===== config.mk =====
export PLATFORM = sky130hd
export DESIGN_NAME = tff_count_ctrl_flat
export DESIGN_NICKNAME = d
export VERILOG_FILES = /design/src/rtl/tff_count_ctrl_pkg.sv /design/src/rtl/tff_count_ctrl_if.sv /design/src/rtl/tff_count_next.sv /design/src/rtl/tff_count_ctrl.sv /design/src/flat_wrapper.sv
export SDC_FILE = /design/constraint.sdc
export NUM_CORES = 1
export LEC_CHECK = 0
export ABC_CLOCK_PERIOD_IN_PS = 2100
export CORE_AREA = 2 2 40 46
export CTS_BUF_LIST = sky130_fd_sc_hd__clkbuf_4
export DETAILED_ROUTE_END_ITERATION = 16
export DIE_AREA = 0 0 42 48
export PLACE_DENSITY_LB_ADDON = 0.1
export SLEW_MARGIN = 15
export SYNTH_ARGS = -nofsm -noshare
export SYNTH_HDL_FRONTEND = slang
export SYNTH_SLANG_ARGS = --single-unit

===== constraint.sdc =====
create_clock -name clk -period 2.1 [get_ports clk]
set_clock_uncertainty 0.2 [all_clocks]
set_input_delay 0.315 -clock clk [delete_from_list [all_inputs] [get_ports clk]]
set_output_delay 0.315 -clock clk [all_outputs]
set_load 0.03 [all_outputs]

===== src/rtl/tff_count_ctrl_pkg.sv =====
// Shared constants for the toggle-flip-flop count controller.
//   WIDTH_DEF / MODULUS_DEF : default bank width and count modulus
//   DIR_UP / DIR_DN         : encodings of the direction input
//   cell_cmd_e              : {clr,t} command seen by one toggle cell
package tff_count_ctrl_pkg;

  localparam int WIDTH_DEF   = 4;
  localparam int MODULUS_DEF = 10;

  localparam logic DIR_UP = 1'b1;
  localparam logic DIR_DN = 1'b0;

  typedef enum logic [1:0] {
    CELL_HOLD = 2'b00,
    CELL_TGL  = 2'b01,
    CELL_CLR  = 2'b10
  } cell_cmd_e;

endpackage


===== src/rtl/tff_count_ctrl_if.sv =====
// Bus between the count controller and its user/cell bank.
//   en, up, load, load_val : requests into the controller
//   t, cell_clr            : drive to the toggle cells
//   count, tc, load_err    : shadow value, wrap pulse, rejected-load pulse
// master = requester side, slave = controller side.
interface tff_count_ctrl_if #(
  parameter int WIDTH = 4
);
  logic             en;
  logic             up;
  logic             load;
  logic [WIDTH-1:0] load_val;
  logic [WIDTH-1:0] t;
  logic             cell_clr;
  logic [WIDTH-1:0] count;
  logic             tc;
  logic             load_err;

  modport master (
    output en, up, load, load_val,
    input  t, cell_clr, count, tc, load_err
  );

  modport slave (
    input  en, up, load, load_val,
    output t, cell_clr, count, tc, load_err
  );
endinterface


===== src/rtl/tff_count_next.sv =====
// Combinational next-value logic for a modulo-MODULUS up/down counter.
//   count_i : current count (always < MODULUS)
//   up_i    : direction (DIR_UP / DIR_DN)
//   next_o  : next count, always < MODULUS
//   wrap_o  : set when this step wraps (MODULUS-1 -> 0 up, 0 -> MODULUS-1 down)
module tff_count_next
  import tff_count_ctrl_pkg::*;
#(
  parameter int WIDTH   = WIDTH_DEF,
  parameter int MODULUS = MODULUS_DEF
) (
  input  logic [WIDTH-1:0] count_i,
  input  logic             up_i,
  output logic [WIDTH-1:0] next_o,
  output logic             wrap_o
);

  localparam logic [WIDTH-1:0] TOP = WIDTH'(MODULUS - 1);

  always_comb begin
    next_o = '0;
    wrap_o = 1'b0;
    if (up_i == DIR_UP) begin
      wrap_o = (count_i == TOP);
      next_o = wrap_o ? '0 : count_i + 1'b1;
    end else begin
      wrap_o = (count_i == '0);
      next_o = wrap_o ? TOP : count_i - 1'b1;
    end
  end

endmodule


===== src/rtl/tff_count_ctrl.sv =====
// Control stage for a bank of WIDTH toggle cells that count modulo MODULUS.
// Cells sample {cell_clr, t[i]} on the falling edge; this block updates on
// the rising edge so its outputs are settled half a cycle before that.
//   clk : clock
//   clr : synchronous active-high reset
//   bus : tff_count_ctrl_if slave (en/up/load/load_val in;
//         t/cell_clr/count/tc/load_err out)
// Priority per rising edge: clr > load > en > idle.
module tff_count_ctrl
  import tff_count_ctrl_pkg::*;
#(
  parameter int WIDTH   = WIDTH_DEF,
  parameter int MODULUS = MODULUS_DEF
) (
  input  logic                  clk,
  input  logic                  clr,
  tff_count_ctrl_if.slave       bus
);

  // One extra bit so MODULUS == 2^WIDTH compares correctly.
  localparam logic [WIDTH:0] MOD_EXT = (WIDTH + 1)'(MODULUS);

  logic [WIDTH-1:0] count_q, count_d;
  logic [WIDTH-1:0] t_q, t_d;
  logic             cell_clr_q, cell_clr_d;
  logic             tc_q, tc_d;
  logic             load_err_q, load_err_d;

  logic [WIDTH-1:0] next_cnt;
  logic             next_wrap;
  logic             load_ok;

  tff_count_next #(
    .WIDTH   (WIDTH),
    .MODULUS (MODULUS)
  ) u_next (
    .count_i (count_q),
    .up_i    (bus.up),
    .next_o  (next_cnt),
    .wrap_o  (next_wrap)
  );

  assign load_ok = ({1'b0, bus.load_val} < MOD_EXT);

  // Toggle requests are the XOR of old and new value; a rejected load
  // swallows the cycle so en has no effect then.
  always_comb begin
    count_d    = count_q;
    t_d        = '0;
    cell_clr_d = 1'b0;
    tc_d       = 1'b0;
    load_err_d = 1'b0;
    if (clr) begin
      cell_clr_d = 1'b1;
      count_d    = '0;
    end else if (bus.load) begin
      if (load_ok) begin
        t_d     = count_q ^ bus.load_val;
        count_d = bus.load_val;
      end else begin
        load_err_d = 1'b1;
      end
    end else if (bus.en) begin
      t_d     = count_q ^ next_cnt;
      count_d = next_cnt;
      tc_d    = next_wrap;
    end
  end

  always_ff @(posedge clk) begin
    count_q    <= count_d;
    t_q        <= t_d;
    cell_clr_q <= cell_clr_d;
    tc_q       <= tc_d;
    load_err_q <= load_err_d;
  end

  assign bus.count    = count_q;
  assign bus.t        = t_q;
  assign bus.cell_clr = cell_clr_q;
  assign bus.tc       = tc_q;
  assign bus.load_err = load_err_q;

  // {clr,t}=11 holds in the cell instead of clearing it.
  a_no_toggle_during_clear: assert property (
    @(posedge clk) !(cell_clr_q && (t_q != '0))
  );

endmodule

===== src/flat_wrapper.sv =====
// flat-port wrapper written by rule: the top's interface ports become plain ports
module tff_count_ctrl_flat import tff_count_ctrl_pkg::*;
#(
  parameter int WIDTH   = WIDTH_DEF,
  parameter int MODULUS = MODULUS_DEF
)
  (clk, clr, bus_en, bus_up, bus_load, bus_load_val, bus_t, bus_cell_clr, bus_count, bus_tc, bus_load_err);
  tff_count_ctrl_if #(.WIDTH(WIDTH)) bus_i ();
  input  logic clk;
  input  logic clr;
  input wire logic [$bits(bus_i.en)-1:0] bus_en;
  input wire logic [$bits(bus_i.up)-1:0] bus_up;
  input wire logic [$bits(bus_i.load)-1:0] bus_load;
  input wire logic [$bits(bus_i.load_val)-1:0] bus_load_val;
  output wire logic [$bits(bus_i.t)-1:0] bus_t;
  output wire logic [$bits(bus_i.cell_clr)-1:0] bus_cell_clr;
  output wire logic [$bits(bus_i.count)-1:0] bus_count;
  output wire logic [$bits(bus_i.tc)-1:0] bus_tc;
  output wire logic [$bits(bus_i.load_err)-1:0] bus_load_err;
  assign bus_i.en = bus_en;
  assign bus_i.up = bus_up;
  assign bus_i.load = bus_load;
  assign bus_i.load_val = bus_load_val;
  assign bus_t = bus_i.t;
  assign bus_cell_clr = bus_i.cell_clr;
  assign bus_count = bus_i.count;
  assign bus_tc = bus_i.tc;
  assign bus_load_err = bus_i.load_err;
  tff_count_ctrl #(.WIDTH(WIDTH), .MODULUS(MODULUS)) u_core (.clk(clk), .clr(clr), .bus(bus_i));
endmodule

==> flow_metrics.tcl, run 1 <==
set metrics [dict create \
    fin_util_pct 63.2 \
    drive_gt1_share_pct 13.9 \
    start_util_pct 46.5 \
    fin_nets 118 \
    gp_congestion 0.748 \
    synth.top_cells.by_count "dfxtp_1 (11), a21oi_1 (9), a211oi_1 (6)" \
    synth_top_flop_cell "dfxtp_1" \
    path_class "flip-flop to primary output" \
    max_cap_viol_count 0 \
    irDropWorstVdd_v 0.000441 \
    relSlewSlack_pct 73.2 \
    fmax_mhz 496 \
    drtAntennaViolNets 0 \
    pwr-share-clk_pct 28.2 \
    cts_made_buffers 3 \
    p_sw_uw 187 \
    area_delta_synth_final_pct 35.9 \
    slowest_stage "clkdlybuf4s50_1" \
    synth_cell_type_count 39 \
    fin_crit_ps 2020 \
    drv_slew 0 \
    io-pin-count 20 \
    r2r-start "u_core.bus.count[0]" \
    combPwrFrac_pct 31.1 \
    worstPathMaxFanout 10 \
    synthTopCellsByArea "dfxtp_1 (31%), a21oi_1 (6.4%), a211oi_1 (6.4%), nand3b_1 (3.2%), o31ai_1 (3.2%)" \
    outcome "finished, final reports clean" \
    cts_tree "yes" \
    netlist_instances 86 \
    hold_viol 0 \
    syn_area_per_cell_sq_um 8.22 \
    synth_area_sq_um 707 \
    arrival_ps 1500 \
    yosysSeqAreaShare_pct 31.2 \
    setup_tns_ps 0 \
    drt_iter0_markers 22 \
    grt_first_pass_wirelength_microns 2500 \
    hold_class "flip-flop to flip-flop" \
    drc_errors 0 \
    routed_wl_microns 1610 \
    die_area_sq_um 2020 \
    fin_crit_sh_pct 96.0 \
    setup_ws_ps 83.9 \
    dp.final_hpwl_microns 1210 \
    die_w_microns 42 \
    cts-root-buf "clkbuf_4" \
    drt-pass1-iter-count 4 \
    p_seq_share_pct 40.8 \
    clkSinkCount 11 \
    hp-start "u_core.bus.count[3]" \
    tightest_slew_ps 398 \
    power.density_nw_per_um2 605 \
    grt.overflow.total 0 \
    antenna_cells 0 \
    path_delay_family "buffers and inverters" \
    path_cells "clkdlybuf4s50_1" \
    core_sq_um 1520 \
    synth-async-reset-ratio_pct 0 \
    die-height_microns 48 \
    path_buf_inv 1 \
    portBuffers 19 \
    synth_edf_count 0 \
    htreeDepth 1 \
    grt_max_degree 12 \
    p_leak_uw 0.000399 \
    vias 739 \
    synth_top_area_share_pct 31.2 \
    clockBufferDepth 2 \
    yosysMostFrequentCell "dfxtp_1" \
    p_sw_share_pct 32.2 \
    worst_ep_required_time_ps 1580 \
    grt_antenna_before_repair 0 \
    nFillCells 145 \
    grt_setup_unrepaired "no" \
    avgRoutedWirePerCell_microns 12.9 \
    hold_ws_ps 397 \
    row_count 15 \
    dp_slack_ps 2.91 \
    synth_top_area_cell "dfxtp_1" \
    grt_pass1_vias 554 \
    cp-startpoint "u_core.bus.count[3]" \
    synthesis.nets 95 \
    clk_pin_slew_worst_paths_ps 80 \
    setup_violations 0 \
    intPower_uw 394 \
    clk_latency_ps 270 \
    via_per_inst 5.91 \
    synth_seq_cells 11 \
    crit_path_max_incr_delay_ps 730 \
    ys_warn_count 0 \
    crit_path_end_kind "primary output" \
    postCtsSetupBuffers 0 \
    grt_use_total_pct 17.4 \
    critPathLaunchType "flip-flop" \
]
[per-layer routing]
layer	global-route usage, %	up-vias	routed length [microns]
met4	11.6	0	30
met2	27.8	25	756
met3	3.40	4	71
li1	-	372	-
met1	21.9	338	752
met5	0	-	0
[cells by family after synthesis]
logic type | after synthesis | synth area share [%]
buffers and inverters | 10 | 6.90
XOR/XNOR | 3 | 3.72
flip-flops | 11 | 31.2
AO/OA/AOI/OAI | 35 | 33.4
AND/OR/NAND/NOR | 27 | 24.8
[through the flow]
step | instances | power [uW] | cell area [sq um]
2_1_floorplan | 86 | 357 | 707
3_3_place_gp | 121 | 421 | 926
3_5_place_dp | 121 | 424 | 926
4_1_cts | 125 | 591 | 956
5_1_grt | 125 | 613 | 961
6_report | 125 | 581 | 961
[cell type report]
class	instances	area [sq um]	area share, %
clock buffer	4	30.0	3.12
tap	17	21.3	2.21
multi-input combinational	65	438	45.6
inverter	3	11.3	1.17
sequential	11	220	22.9
timing repair buffer	25	240	25.0
[sequential cells by signal (all words and copies together) (netlist names)]
signal,cells
u_core.bus.cell_clr,1
u_core.bus.load_err,1
u_core.bus.tc,1
u_core.bus.count,4
u_core.bus.t,4
[repair_timing]
| action | in CTS | in global routing |
|---|---|---|
| hold endpoints to repair | 0 | 0 |
| endpoints found under the setup margin | 0 | 2 |
| resized for setup | 0 | 2 |
| hold buffers | 0 | 0 |
[power by group through the flow]
stage,sequential (uW),clock [uW],combinational (uW)
2_1_floorplan,263,0,94.0
3_3_place_gp,242,0,179
3_5_place_dp,243,0,181
4_1_cts,238,171,182
5_1_grt,240,176,197
6_report,237,164,181
[layout by cell type (no fill, tap or decap), types with 3 or more instances in the layout]
| master | instances |
|---|---|
| clkdlybuf4s50_1 | 17 |
| dfxtp_1 | 11 |
| a21oi_1 | 9 |
| a211oi_1 | 6 |
| buf_4 | 6 |
| clkbuf_4 | 4 |
| inv_1 | 3 |
| nand3b_1 | 3 |
| o31ai_1 | 3 |
| o21ai_0 | 3 |
| nor3_1 | 3 |
[path summary, 6_finish.rpt]
path | to | slack (ps) | depth (start not counted)
worst min register to register | u_core.bus.tc | 400 | 2
worst min-delay path | u_core.bus.tc | 400 | 2
worst max-delay path | bus_count[3] | 80 | 1
worst max register to register | u_core.bus.t[1] | 350 | 5
No activity file was read; power rests on OpenSTA's default activity.
==> run 2: changes to the inputs <==
CTS_CLUSTER_DIAMETER = 60   (was not set)
==> results of run 2 <==
Same layout as run 1: the final DEF is identical, and so are final timing and power.
